[src/rtl/simmem_pkg.sv]
// Shared parameters and types for the simulated-memory write-response path.
// Used by the response release bank and its round-robin picker.
package simmem_pkg;

   localparam int unsigned WriteRespBankTotalCapacity = 8;
   localparam int unsigned WriteRespWidth             = 8;

   typedef logic [WriteRespWidth-1:0] write_resp_t;

endpackage

[src/rtl/simmem_rr_picker.sv]
// Combinational round-robin picker.
// Ports:
//   req_i       - multihot request vector
//   ptr_i       - index that has the highest priority; the search wraps past Width-1
//   grant_o     - one-hot of the selected request (zero if none)
//   grant_idx_o - binary index of the selected request (zero if none)
//   any_grant_o - at least one request is set
module simmem_rr_picker #(
   parameter  int unsigned Width = 8,
   localparam int unsigned IdxW  = (Width > 1) ? $clog2(Width) : 1
) (
   input  logic [Width-1:0] req_i,
   input  logic [IdxW-1:0]  ptr_i,
   output logic [Width-1:0] grant_o,
   output logic [IdxW-1:0]  grant_idx_o,
   output logic             any_grant_o
);

   always_comb begin
      int unsigned idx;
      idx         = 0;
      grant_o     = '0;
      grant_idx_o = '0;
      any_grant_o = 1'b0;
      for (int off = 0; off < int'(Width); off++) begin
         idx = (int'(ptr_i) + off) % Width;
         if (!any_grant_o && req_i[idx]) begin
            grant_o[idx] = 1'b1;
            grant_idx_o  = IdxW'(idx);
            any_grant_o  = 1'b1;
         end
      end
   end

endmodule

[src/rtl/simmem_resp_release_bank.sv]
// Storage-and-release end of the simulated-memory write-response path.
// Each accepted response lands in the lowest free slot; the slot index goes to
// the delay bank. When the delay bank marks a slot releasable, one slot per cycle
// is picked round-robin and moved into a registered valid/ready output stage.
// Ports:
//   clk_i, rst_ni             - clock, asynchronous active-low reset
//   in_data_i/in_valid_i      - incoming response payload
//   in_ready_o                - a free slot exists
//   local_identifier_o        - slot index allocated on this cycle's handshake
//   release_en_i              - per-slot releasable flags from the delay bank
//   address_released_onehot_o - slot moved to the output stage this cycle
//   out_data_o/out_valid_o    - registered output stage
//   out_ready_i               - downstream accepts
module simmem_resp_release_bank
   import simmem_pkg::*;
#(
   parameter  int unsigned Capacity  = WriteRespBankTotalCapacity,
   parameter  int unsigned RespWidth = WriteRespWidth,
   localparam int unsigned IdxW      = (Capacity > 1) ? $clog2(Capacity) : 1
) (
   input  logic                 clk_i,
   input  logic                 rst_ni,
   input  logic [RespWidth-1:0] in_data_i,
   input  logic                 in_valid_i,
   output logic                 in_ready_o,
   output logic [Capacity-1:0]  local_identifier_o,
   input  logic [Capacity-1:0]  release_en_i,
   output logic [Capacity-1:0]  address_released_onehot_o,
   output logic [RespWidth-1:0] out_data_o,
   output logic                 out_valid_o,
   input  logic                 out_ready_i
);

   logic [Capacity-1:0]  valid_q, valid_d;
   logic [RespWidth-1:0] data_q [Capacity];
   logic [IdxW-1:0]      rr_q, rr_d;
   logic                 out_valid_q, out_valid_d;
   logic [RespWidth-1:0] out_data_q, out_data_d;

   logic [IdxW-1:0]      alloc_idx;
   logic                 alloc;
   logic [Capacity-1:0]  candidates;
   logic [Capacity-1:0]  pick_onehot;
   logic [IdxW-1:0]      pick_idx;
   logic                 any_pick;
   logic                 load;

   // Allocation looks only at registered valid_q, so in_ready_o never depends
   // on in_valid_i and a freed slot becomes usable the cycle after release.
   always_comb begin
      alloc_idx = '0;
      for (int i = int'(Capacity) - 1; i >= 0; i--) begin
         if (!valid_q[i]) alloc_idx = IdxW'(i);
      end
   end

   assign in_ready_o         = ~&valid_q;
   assign local_identifier_o = Capacity'(alloc_idx);
   assign alloc              = in_valid_i & in_ready_o;

   assign candidates = release_en_i & valid_q;

   simmem_rr_picker #(
      .Width(Capacity)
   ) u_picker (
      .req_i      (candidates),
      .ptr_i      (rr_q),
      .grant_o    (pick_onehot),
      .grant_idx_o(pick_idx),
      .any_grant_o(any_pick)
   );

   assign load                      = any_pick & (~out_valid_q | out_ready_i);
   assign address_released_onehot_o = load ? pick_onehot : '0;

   always_comb begin
      valid_d     = valid_q;
      rr_d        = rr_q;
      out_valid_d = out_valid_q;
      out_data_d  = out_data_q;
      if (alloc) valid_d[alloc_idx] = 1'b1;
      if (load) begin
         valid_d[pick_idx] = 1'b0;
         out_valid_d       = 1'b1;
         out_data_d        = data_q[pick_idx];
         rr_d              = (pick_idx == IdxW'(Capacity - 1)) ? '0 : pick_idx + IdxW'(1);
      end else if (out_valid_q && out_ready_i) begin
         out_valid_d = 1'b0;
      end
   end

   always_ff @(posedge clk_i or negedge rst_ni) begin
      if (!rst_ni) begin
         valid_q     <= '0;
         rr_q        <= '0;
         out_valid_q <= 1'b0;
         out_data_q  <= '0;
      end else begin
         valid_q     <= valid_d;
         rr_q        <= rr_d;
         out_valid_q <= out_valid_d;
         out_data_q  <= out_data_d;
      end
   end

   // Payload storage needs no reset: a slot is only read after valid_q is set.
   always_ff @(posedge clk_i) begin
      if (alloc) data_q[alloc_idx] <= in_data_i;
   end

   assign out_valid_o = out_valid_q;
   assign out_data_o  = out_data_q;

endmodule

[config.mk]
export PLATFORM = sky130hd
export DESIGN_NAME = simmem_resp_release_bank
export DESIGN_NICKNAME = d
export VERILOG_FILES = /design/src/rtl/simmem_pkg.sv /design/src/rtl/simmem_rr_picker.sv /design/src/rtl/simmem_resp_release_bank.sv
export SDC_FILE = /design/constraint.sdc
export NUM_CORES = 1
export LEC_CHECK = 0
export CAP_MARGIN = 20
export CORE_ASPECT_RATIO = 1.5
export CORE_MARGIN = 3
export CORE_UTILIZATION = 58
export DETAILED_ROUTE_END_ITERATION = 12
export PLACE_DENSITY = 0.83
export SKIP_LAST_GASP = 1
export SLEW_MARGIN = 20
export SYNTH_ARGS = -nofsm -noshare
export SYNTH_HDL_FRONTEND = slang
export SYNTH_SLANG_ARGS = --single-unit
[constraint.sdc]
create_clock -name clk_i -period 4.78 [get_ports clk_i]
set_clock_uncertainty 0.05 [all_clocks]
set_input_delay 0.956 -clock clk_i [delete_from_list [all_inputs] [get_ports clk_i]]
set_output_delay 0.956 -clock clk_i [all_outputs]
set_load 0.1 [all_outputs]
After elaboration in Yosys (flattened, before gate mapping)
Memory sizes are Yosys's and may differ from the RTL's. A register that Yosys moved wholly into a read port is not among the register bits.
Index checks and enable logic that the tools add are counted.
{"block": "totals", "regBits": 12, "ram_bits": 64, "in_bits": 20, "out_inout_bits": 26, "elab_cells": 153, "mem_count": 1}
{"block": "op_classes", "add_sub_neg": 8, "order_cmp": 20, "eq_ne": 1, "n_mux": 76, "n_bitwise": 15, "reduce_logical": 29}
{"name": "data_q", "words": 8, "width": 8, "read_ports": 1, "rd_ports_with_merged_regs": 1, "wr": 1, "line_no": "simmem_resp_release_bank.sv:35", "source": "logic [RespWidth-1:0] data_q [Capacity];"}
{"op": "8-bit two-way mux", "n": 11}
{"op": "8-bit bitwise OR", "n": 8}
{"op": "3-bit two-way mux", "n": 17}
{"op": "3-bit by 4-bit < comparator with 1-bit output (second input constant)", "n": 10}
{"op": "1-bit demux with 3-bit select", "n": 10}
{"op": "3-bit by 1-bit >= comparator with 1-bit output (second input constant)", "n": 10}
{"op": "1-bit two-way mux", "n": 30}
{"op": "1-bit binary-select mux with 3-bit select", "n": 8}
{"op": "1-bit logical AND", "n": 18}
{"op": "8-bit AND", "n": 2}
{"op": "3-bit adder (second input constant)", "n": 4}
{"op": "1-bit logical NOT", "n": 9}
{"op": "8-bit NOT", "n": 1}
{"op": "8-bit AND reduction", "n": 1}
{"op": "3-bit by 1-bit adder with 3-bit output (second input constant)", "n": 2}
{"op": "3-bit by 2-bit adder with 3-bit output (second input constant)", "n": 2}
{"op": "3-bit == test (second input constant)", "n": 1}
{"op": "1-bit AND", "n": 2}
{"op": "2-bit nonzero test", "n": 1}
{"op": "1-bit NOT", "n": 1}
{"op": "1-bit bitwise OR", "n": 1}

Longest topological paths before layout
{"block": "logic_depth", "word_depth": 32, "mapped_depth": 16, "depth_no_buf": 13}

Modules after synthesis
From an unflattened synthesis, not the netlist that was laid out.
{"block": "hier_totals", "cells_unflattened": 390, "area_unflattened_um2": 4803.4}
{"module": "simmem_resp_release_bank", "instances": 1, "cells_per_inst": 232, "area_per_inst_um2": 3494.6, "seq_area_each_um2": 2422.3}
{"module": "simmem_rr_picker", "instances": 1, "cells_per_inst": 158, "area_per_inst_um2": 1308.8, "seq_area_each_um2": 0.0}

Worst setup path after synthesis
Ideal clock, no wire load.
{"block": "synth_path", "path_kind": "register to output", "from": "register with a tool-made name", "to": "output port address_released_onehot_o[6]", "arrival_time_ps": 5508, "t_required_ps": 3774, "slack_ps": -1734, "stages_incl_launch_ff": 12, "n_path_buf": 3, "path_cell_list": "dfrtp_1 > buf_4 > clkbuf_1 > inv_2 > ha_1 > mux4_2 > or4b_1 > buf_2 > nor2_1 > a21oi_1 > mux2_2 > a211oi_1"}
{"item": "end, declared", "line_no": "simmem_resp_release_bank.sv:28", "source": "output logic [Capacity-1:0] address_released_onehot_o,"}

==> results_dict.tcl <==
set metrics [dict create \
    fmax_ghz 0.220 \
    placedCellCount 628 \
    drtIter0Drc 405 \
    layout-drive-gt1-share_pct 28.0 \
    hold_slack_ps 494 \
    ys_ff_latch 84 \
    startpoint_of_the_lowest_slack_hold_path "out_data_o[1]" \
    layout.cell_area.non_filler_um2 6500 \
    number_of_max_capacitance_violations_reported 0 \
    postSynthCellCount 444 \
    slew_violations 0 \
    nNetsFinal 562 \
    clock_sinks 84 \
    io_pins 46 \
    clkTransAtPathRegs_ps 60 \
    initial_core_util_pct 59.8 \
    cts_buffer_depth 2 \
    ys.flop_type "edfxtp_1" \
    first_global_vias 4514 \
    asyncSetResetFlopFracSynth_pct 23.8 \
    ant_nets 0 \
    global_route.usage.total_pct 33.6 \
    numCtsBuffers 9 \
    tightestPinTransition_ps 1030 \
    grt_pass1_wl_um 24200 \
    synth_enable_flop_cells 64 \
    cts_tree "yes" \
    mappedNetlistArea_um2 5060 \
    crit_required_ps 3770 \
    gpl_wtd_cong 0.973 \
    clock_tree.htree_level_count 3 \
    synth.yosys.seq_area_share_pct 47.9 \
    grt_start_max_net_pins 29 \
    yosys_warnings 0 \
    final_cell_mix "68 x buf_4, 64 x edfxtp_1, 31 x nor2_1, 28 x nand2_1, 24 x clkdlybuf4s50_1" \
    port_buffers 40 \
    dp.final_hpwl_um 11000 \
    worst_path_max_delay_cell "mux4_2" \
    syn-mean-instance-area_um2 11.4 \
    final.period_utilization_pct 95.1 \
    layout_commonest_cell "buf_4" \
    worstHoldPathType "reg -> reg" \
    clkLatencyLatePin_ps 330 \
    cp.arrival_ps 3540 \
    globalRouteOverflowTotal 0 \
    path_buf_inv 4 \
    detailedRoute.firstPassIterationCount 7 \
    via_per_inst 6.95 \
    drcViolationCount 0 \
    num_vias 4497 \
    root_driver "clkbuf_16" \
    antenna_violations_before_repair 0 \
    synthToLayoutAreaGrowth_pct 28.4 \
    criticalPathCategory "reg -> out" \
    dieWidth_um 82.3 \
    synth_cell_types 64 \
    run_status "complete, no violations" \
    crit_chain "buf_4 -> nand3b_1 -> nand2_2 -> mux4_2 -> buf_4 -> buf_4 -> or3_4 -> nor3_2 -> a21oi_1 -> mux2_4 -> a211oi_4 -> buf_12" \
    endpoint_kind "primary output" \
    core_um2 8460 \
    critical-path-max-stage-delay_ps 480 \
    final_antenna_diode_count 0 \
    kind_of_start_point_of_the_critical_path "flip-flop" \
    rsz0062_at_grt "false" \
    fin_crit_ps 4550 \
    die_height_um 120 \
    final_cells 647 \
    critical_path.max_fanout 28 \
    path_common_cell "buf_4" \
    die_area_um2 9900 \
    setup_viol_count_final 0 \
    post_dp_cell_area_um2 6080 \
    detail_route.wl_per_cell_um 24.4 \
    timing.final.hold_violations 0 \
    rows 41 \
    drt-total-wl_um 15800 \
    cpLargestDelayFamily "simple AND/OR/NAND/NOR gates" \
    slew_headroom_pct 31.4 \
]
[path summary, 6_finish.rpt]
path	end	slack, ps	cells after the start
setup / recovery	address_released_onehot_o[6]	230	12
hold reg to reg	out_data_o[1]	490	1
hold / removal	out_data_o[1]	490	1
setup reg to reg	out_data_o[2]	410	14
max in group asynchronous	asynchronous set/reset pin	2850	1
min in group asynchronous	valid_q[3]	1140	1
[synthesized netlist by cell type, drive strengths merged, types with 3 or more instances]
cell / instances / share of area, %
a2bb2oi: 3 / 0.52
o21a: 6 / 0.89
nand2b: 3 / 0.37
inv: 6 / 0.45
nand3b: 3 / 0.45
clkbuf: 16 / 1.2
o2111a: 13 / 2.9
nand4: 4 / 0.49
xnor2: 3 / 0.52
a211oi: 17 / 2.7
mux2: 3 / 0.67
edfxtp: 64 / 38
a41o: 6 / 1.2
a221oi: 8 / 1.4
mux4: 13 / 5.8
and2: 6 / 0.74
a222oi: 3 / 0.59
o21ai: 17 / 1.7
nand3: 19 / 1.9
o22ai: 3 / 0.37
a31oi: 3 / 0.37
a2111o: 6 / 1.3
a221o: 9 / 1.8
nor2: 39 / 2.9
ha: 7 / 1.7
mux2i: 22 / 4.4
nand2: 33 / 2.4
or3: 4 / 0.49
nor3: 8 / 0.79
buf: 18 / 2.4
dfrtp: 20 / 9.9
a21oi: 26 / 2.6
[per-stage QoR]
stage / utilization, % / TNS (ps) / worst slack, ps
after global routing: 76.8 / 0 / 124
after detailed placement: 71.8 / -1190 / -162
after CTS: 75.1 / -6.55 / -6.55
after floorplan: - / 0 / 2.43
final: 76.8 / 0 / 233
after global placement: 71.8 / -221 / -80.4
[layout make-up]
class | count | area (um2)
Multi-Input combinational cell | 323 | 2620
Sequential cell | 84 | 2420
Tap cell | 107 | 134
Timing Repair Buffer | 110 | 1040
Fill cell | 535 | 1970
Clock buffer | 13 | 240
Clock inverter | 3 | 15.0
Inverter | 7 | 26.3
[layer usage]
| layer | vias up | routed length, um | GRT usage (%) | part of all wire, % |
|---|---|---|---|---|
| met2 | 261 | 8520 | 57.8 | 54 |
| met3 | 55 | 1050 | 6.78 | 6.6 |
| met4 | 0 | 794 | 19.5 | 5.0 |
| li1 | 1963 | - | - | - |
| met5 | - | 0 | 0 | 0 |
| met1 | 2218 | 5410 | 37.2 | 34 |
[registers in the layout, summed over array words and instances, names as in the netlist, named ones only]
name         cells
data_q          64
out_data_o       8
valid_q          8
rr_q             2
out_valid_o      1
[worst register-to-register path, cell delays in order (launching register included)]
cell and delay, ps:
dfrtp_2 430, buf_4 340, nand3b_1 200, nand2_2 90
mux4_2 480, buf_4 150, buf_4 140, or3_4 370
buf_4 150, o22a_1 260, o211ai_4 570, buf_4 300
mux2i_1 250, mux2i_1 120, a221o_1 360
[repair_timing]
| item | in CTS | in global routing |
|---|---|---|
| endpoints found under the hold margin | 0 | 0 |
| setup endpoints to repair | 8 | 8 |
| gates resized for setup | 5 | 35 |
| pin swaps | 1 | 9 |
| hold buffers | 0 | 0 |
| setup buffers | 0 | 3 |
[kinds of logic (layout without fill, tap and decap cells)]
| logic type | Yosys count | in the layout | synth area share, % |
|---|---|---|---|
| AO/OA/AOI/OAI | 137 | 137 | 21.9 |
| XOR/XNOR | 5 | 5 | 0.866 |
| adder cells (fa/ha/maj) | 7 | 7 | 1.73 |
| buffers and inverters | 41 | 133 | 4.15 |
| flip-flops | 84 | 84 | 47.9 |
| multiplexers | 38 | 38 | 10.8 |
| other | 1 | 5 | 0.0741 |
| AND/OR/NAND/NOR | 131 | 131 | 12.6 |
Power is not shown: default switching activity piles up to over one toggle a cycle in this logic, so the estimate is an artifact.
